### config.mk
export PLATFORM = sky130hd
export DESIGN_NAME = dkong_input_ctrl
export DESIGN_NICKNAME = d
export VERILOG_FILES = /design/src/rtl/dkong_input_ctrl.sv
export SDC_FILE = /design/constraint.sdc
export NUM_CORES = 1
export LEC_CHECK = 0
export ABC_CLOCK_PERIOD_IN_PS = 1500
export CORE_AREA = 5 5 57 59
export DETAILED_ROUTE_END_ITERATION = 10
export DIE_AREA = 0 0 62 64
export DONT_BUFFER_PORTS = 1
export PLACE_DENSITY = 0.7
export SLEW_MARGIN = 15
export SYNTH_ARGS = -nofsm -noshare
export SYNTH_HDL_FRONTEND = slang
export SYNTH_SLANG_ARGS = --single-unit
### constraint.sdc
create_clock -name masterclk -period 1.5 [get_ports masterclk]
set_clock_uncertainty 0.15 [all_clocks]
set_input_delay 0.3 -clock masterclk [delete_from_list [all_inputs] [get_ports masterclk]]
set_output_delay 0.3 -clock masterclk [all_outputs]
set_load 0.01 [all_outputs]
### src/rtl/dkong_input_ctrl.sv
// Player/coin input front-end: synchronise, debounce, latch coin, present IN-port bytes.
// Define DKONG_INPUT_DEBOUNCE_EN to build the per-bit debouncers; otherwise stable = synchroniser output.
module dkong_input_ctrl #(
    parameter int NUM_PLAYERS      = 2,
    parameter int DEBOUNCE_CYCLES  = 16,
    parameter int COIN_HOLD_CYCLES = 64
) (
    input  logic                     masterclk,
    input  logic                     rst_n,
    input  logic [5*NUM_PLAYERS-1:0] btn_raw,
    input  logic [NUM_PLAYERS-1:0]   start_raw,
    input  logic                     coin_raw,
    input  logic [2:0]               rd_sel,
    input  logic                     rd_stb,
    output logic [7:0]               rd_data,
    output logic                     coin_pending
);

    // Bit layout of every switch vector: {coin, start[N-1:0], btn[5N-1:0]}
    localparam int NBITS = 6*NUM_PLAYERS + 1;
    localparam int HW    = (COIN_HOLD_CYCLES > 1) ? $clog2(COIN_HOLD_CYCLES) : 1;

    if (NUM_PLAYERS < 1 || NUM_PLAYERS > 4 || DEBOUNCE_CYCLES < 2 ||
        DEBOUNCE_CYCLES > 65535 || COIN_HOLD_CYCLES < 1 || COIN_HOLD_CYCLES > 65535) begin : g_bad_params
        $error("dkong_input_ctrl: illegal parameter value");
    end

    logic [NBITS-1:0] raw_all;
    logic [NBITS-1:0] sync_q1;
    logic [NBITS-1:0] sync_q2;
    logic [NBITS-1:0] stable;

    assign raw_all = {coin_raw, start_raw, btn_raw};

    always_ff @(posedge masterclk) begin
        if (!rst_n) begin
            sync_q1 <= '0;
            sync_q2 <= '0;
        end else begin
            sync_q1 <= raw_all;
            sync_q2 <= sync_q1;
        end
    end

`ifdef DKONG_INPUT_DEBOUNCE_EN
    localparam int CW = $clog2(DEBOUNCE_CYCLES);

    for (genvar i = 0; i < NBITS; i++) begin : g_deb
        logic [CW-1:0] cnt;
        logic          stb;

        // A bit flips only after DEBOUNCE_CYCLES consecutive disagreeing samples
        always_ff @(posedge masterclk) begin
            if (!rst_n) begin
                cnt <= '0;
                stb <= 1'b0;
            end else if (sync_q2[i] == stb) begin
                cnt <= '0;
            end else if (cnt == CW'(DEBOUNCE_CYCLES - 1)) begin
                stb <= ~stb;
                cnt <= '0;
            end else begin
                cnt <= cnt + 1'b1;
            end
        end

        assign stable[i] = stb;
    end
`else
    assign stable = sync_q2;
`endif

    logic          coin_stable;
    logic          coin_prev;
    logic          coin_rise;
    logic          rd_clear;
    logic [HW-1:0] hold_cnt;

    assign coin_stable = stable[NBITS-1];
    assign coin_rise   = coin_stable & ~coin_prev;
    assign rd_clear    = rd_stb && (rd_sel == 3'd4) && (hold_cnt == '0);

    // A new coin edge always wins over a simultaneous clearing read
    always_ff @(posedge masterclk) begin
        if (!rst_n) begin
            coin_prev    <= 1'b0;
            coin_pending <= 1'b0;
            hold_cnt     <= '0;
        end else begin
            coin_prev <= coin_stable;
            if (coin_rise) begin
                coin_pending <= 1'b1;
                hold_cnt     <= HW'(COIN_HOLD_CYCLES - 1);
            end else begin
                if (hold_cnt != '0)
                    hold_cnt <= hold_cnt - 1'b1;
                if (rd_clear)
                    coin_pending <= 1'b0;
            end
        end
    end

    logic [3:0] start_ext;
    logic [7:0] rd_next;

    assign start_ext = 4'(stable[6*NUM_PLAYERS-1:5*NUM_PLAYERS]);

    always_comb begin
        rd_next = 8'h00;
        if (rd_sel == 3'd4) begin
            rd_next = {coin_pending, 3'b000, start_ext};
        end else begin
            for (int p = 0; p < NUM_PLAYERS; p++) begin
                if (rd_sel == 3'(p))
                    rd_next = {3'b000, stable[5*p +: 5]};
            end
        end
    end

    always_ff @(posedge masterclk) begin
        if (!rst_n)
            rd_data <= 8'h00;
        else
            rd_data <= rd_next;
    end

endmodule

==> results.cfg <==
[run_status]
status = completed

[die]
core-area_um2 = 2663
ioPinCount = 28
die_h_um = 64
dieArea_um2 = 3968
initial_core_util_pct = 51.88
die_x_um = 62
num_rows = 19

[critical_path]
cp-start-kind = flop
critPathSlowestCell = or3_4
slowest_delay_ps = 430
cp.required_ps = 1580
criticalPathCategory = reg2reg
crit_arrival_ps = 1480
endpoint_kind = flop
cp_max_fo = 9
path_cells = or3_4 -> o31ai_1 -> a31oi_1

[synthesis]
syn-cell-area_um2 = 1381
synth_area_per_cell_um2 = 10.79
synth_edf_count = 0
synthFlopType = dfxtp_1
synth-seq-cells = 40
ys_warn_count = 0
ys_seq_area_share_pct = 57.97
post_synth_num_cell_types = 31
synthCells = 128
ys_async_sr_fraction_pct = 0

[global_routing]
gr-usage-met3_pct = 4.829
grt_pass1_wl_um = 3829
gr-usage-met2_pct = 21.89
gr-max-usage-layer = met2
grt_usage_pct = 13.55
grt_max_degree = 30
grt_pass1_vias = 882
gr-usage-met1_pct = 14.36
gr-total-overflow = 0
antenna_found_initial = 0

[clocking]
path_clk_slew_ps = 110
h-tree-depth = 2
clock-sinks = 40
cts_root_buf = clkbuf_4
cts_tree = built
cts_made_buffers = 5
insertion_delay_ps = 350
cts.path.max_buffers = 2

[power]
p_per_area_nw_per_um2 = 1523
pwr-share-clk_pct = 22.7
switching_power_uw = 740.8
sw_frac_of_total_pct = 30.00
finalPower_uw = 2469
ir_drop_mv = 1.077
pwr-share-seq_pct = 50.9
p_comb_share_pct = 26.4
p_int_uw = 1728
leakagePower_uw = 0.0006629

[place]
dp_cells = 153
place.port_buffers = 0
place_congestion = 0.7814
hpwl_um = 1458

[sta]
hold_viol = 0
rsz0062_at_grt = false
min_period_over_period_pct = 93.45
setup_viol = 0
maxSlewHeadroom_pct = 53.06
drv_slew = 0
hold_ws_ps = 20.81
layout_min_cycle_time_ps = 1402
worst_pin_slew_ps = 704.0
fmax_mhz = 713.4

[cells_and_area]
multi_input_area_um2 = 530.5
fill_cells = 226
area_delta_synth_final_pct = 17.39
n_antenna_cell = 0
nets = 166
final_layout_size_suffix_gt1_share_pct = 11.64
regArea_um2 = 800.8
layout.cells.non_filler = 177

[min_path]
hold_class = in2reg

[route]
vias = 885
viasPerCell = 5.000
routed_wirelength_um = 2332
drc = 0
ant_nets = 0
routedWlPerCell_um = 13.18
drt_iter0_drc = 55
drt_first_pass_iters = 4

[flow_run]
drv_cap = 0
layout by cell type, fill, tap and decap left out, types with 3 or more instances in the layout:
cell type and n:
nand2_1 5, o31ai_1 3, a31oi_1 4, dlygate4sd3_1 15
a21oi_1 3, clkbuf_4 5, nor2_1 3, dfxtp_1 40
mux2i_1 5, nor3_1 3, and2_1 27
critical path, delay by kind of cell, from the launching register on:
kind / cells / cell delay, ps
AND/OR/NAND/NOR: 1 / 430
flip-flops: 1 / 370
AO/OA/AOI/OAI: 2 / 340
state kept, by name, summed over array words and instances, names as in the netlist:
signal / flops
hold_cnt: 6
coin_pending: 1
coin_prev: 1
stable: 13
rd_data: 6
sync_q1: 13
cells in the mapped netlist, types with 3 or more instances:
| cell type | count | area [um2] |
|---|---|---|
| dfxtp_1 | 40 | 800.8 |
| a21oi_1 | 3 | 15.01 |
| nand2_1 | 5 | 18.77 |
| and2_1 | 27 | 168.9 |
| inv_1 | 3 | 11.26 |
| o31ai_1 | 3 | 22.52 |
| clkbuf_1 | 4 | 15.01 |
| mux2i_1 | 5 | 50.05 |
| nor3_1 | 3 | 15.01 |
| nand2b_1 | 3 | 18.77 |
| a31oi_1 | 4 | 25.02 |
| nor2_1 | 3 | 11.26 |
logic make-up after synthesis:
group / synth area share [%]
multiplexers: 3.623
other: 0.2715
adder cells (fa/ha/maj): 1.811
AO/OA/AOI/OAI: 8.514
AND/OR/NAND/NOR: 23.37
flip-flops: 57.97
buffers and inverters: 4.437
power by group through the flow:
stage	Combinational (uW)	Sequential [uW]	Clock, uW
finish	651	1260	561
global route	710	1270	632
CTS	612	1250	577
detailed placement	569	1270	0
global placement	534	1260	0
floorplan	513	1260	0
stage by stage:
| stage | setup TNS (ps) | worst slack, ps | cell area (um2) | util (%) |
|---|---|---|---|---|
| 4_1_cts | 0 | 13.13 | 1612 | 60.53 |
| 3_3_place_gp | 0 | 79.53 | 1389 | 52.16 |
| 5_1_grt | 0 | 22.73 | 1622 | 60.90 |
| 3_5_place_dp | -10.21 | -10.17 | 1389 | 52.16 |
| 6_report | 0 | 98.19 | 1622 | 60.90 |
| 2_1_floorplan | 0 | 33.26 | 1385 | - |
layer usage:
layer / up-vias / routed length (um)
met4: 0 / 72
met2: 26 / 1159
met1: 394 / 944
met3: 8 / 154
li1: 457 / -
met5: - / 0
final timing paths:
kind / from / to / slack, ps / cells past startpoint
worst min register to register: sync_q1[12] / stable[12] / 290 / 1
worst max-delay path: hold_cnt[2] / hold_cnt[5] / 100 / 3
worst max register to register: hold_cnt[2] / hold_cnt[5] / 100 / 3
worst min-delay path: rst_n / coin_pending / 20 / 2
layout make-up:
type	instances	share of cell area (%)
inverter	3	0.6944
clock buffer	7	3.395
tap	31	2.392
sequential	40	49.38
clock inverter	1	0.4630
multi-input combinational	77	32.72
timing repair buffer	18	10.96
repair_timing:
| action | 4_1_cts | 5_1_grt |
|---|---|---|
| hold buffers | 16 | 0 |
| hold endpoints to repair | 35 | 0 |
| setup endpoints to repair | 3 | 27 |
| buffers inserted | 0 | 0 |
| gates resized for setup | 1 | 4 |
Power figures use the tool's default switching activity.
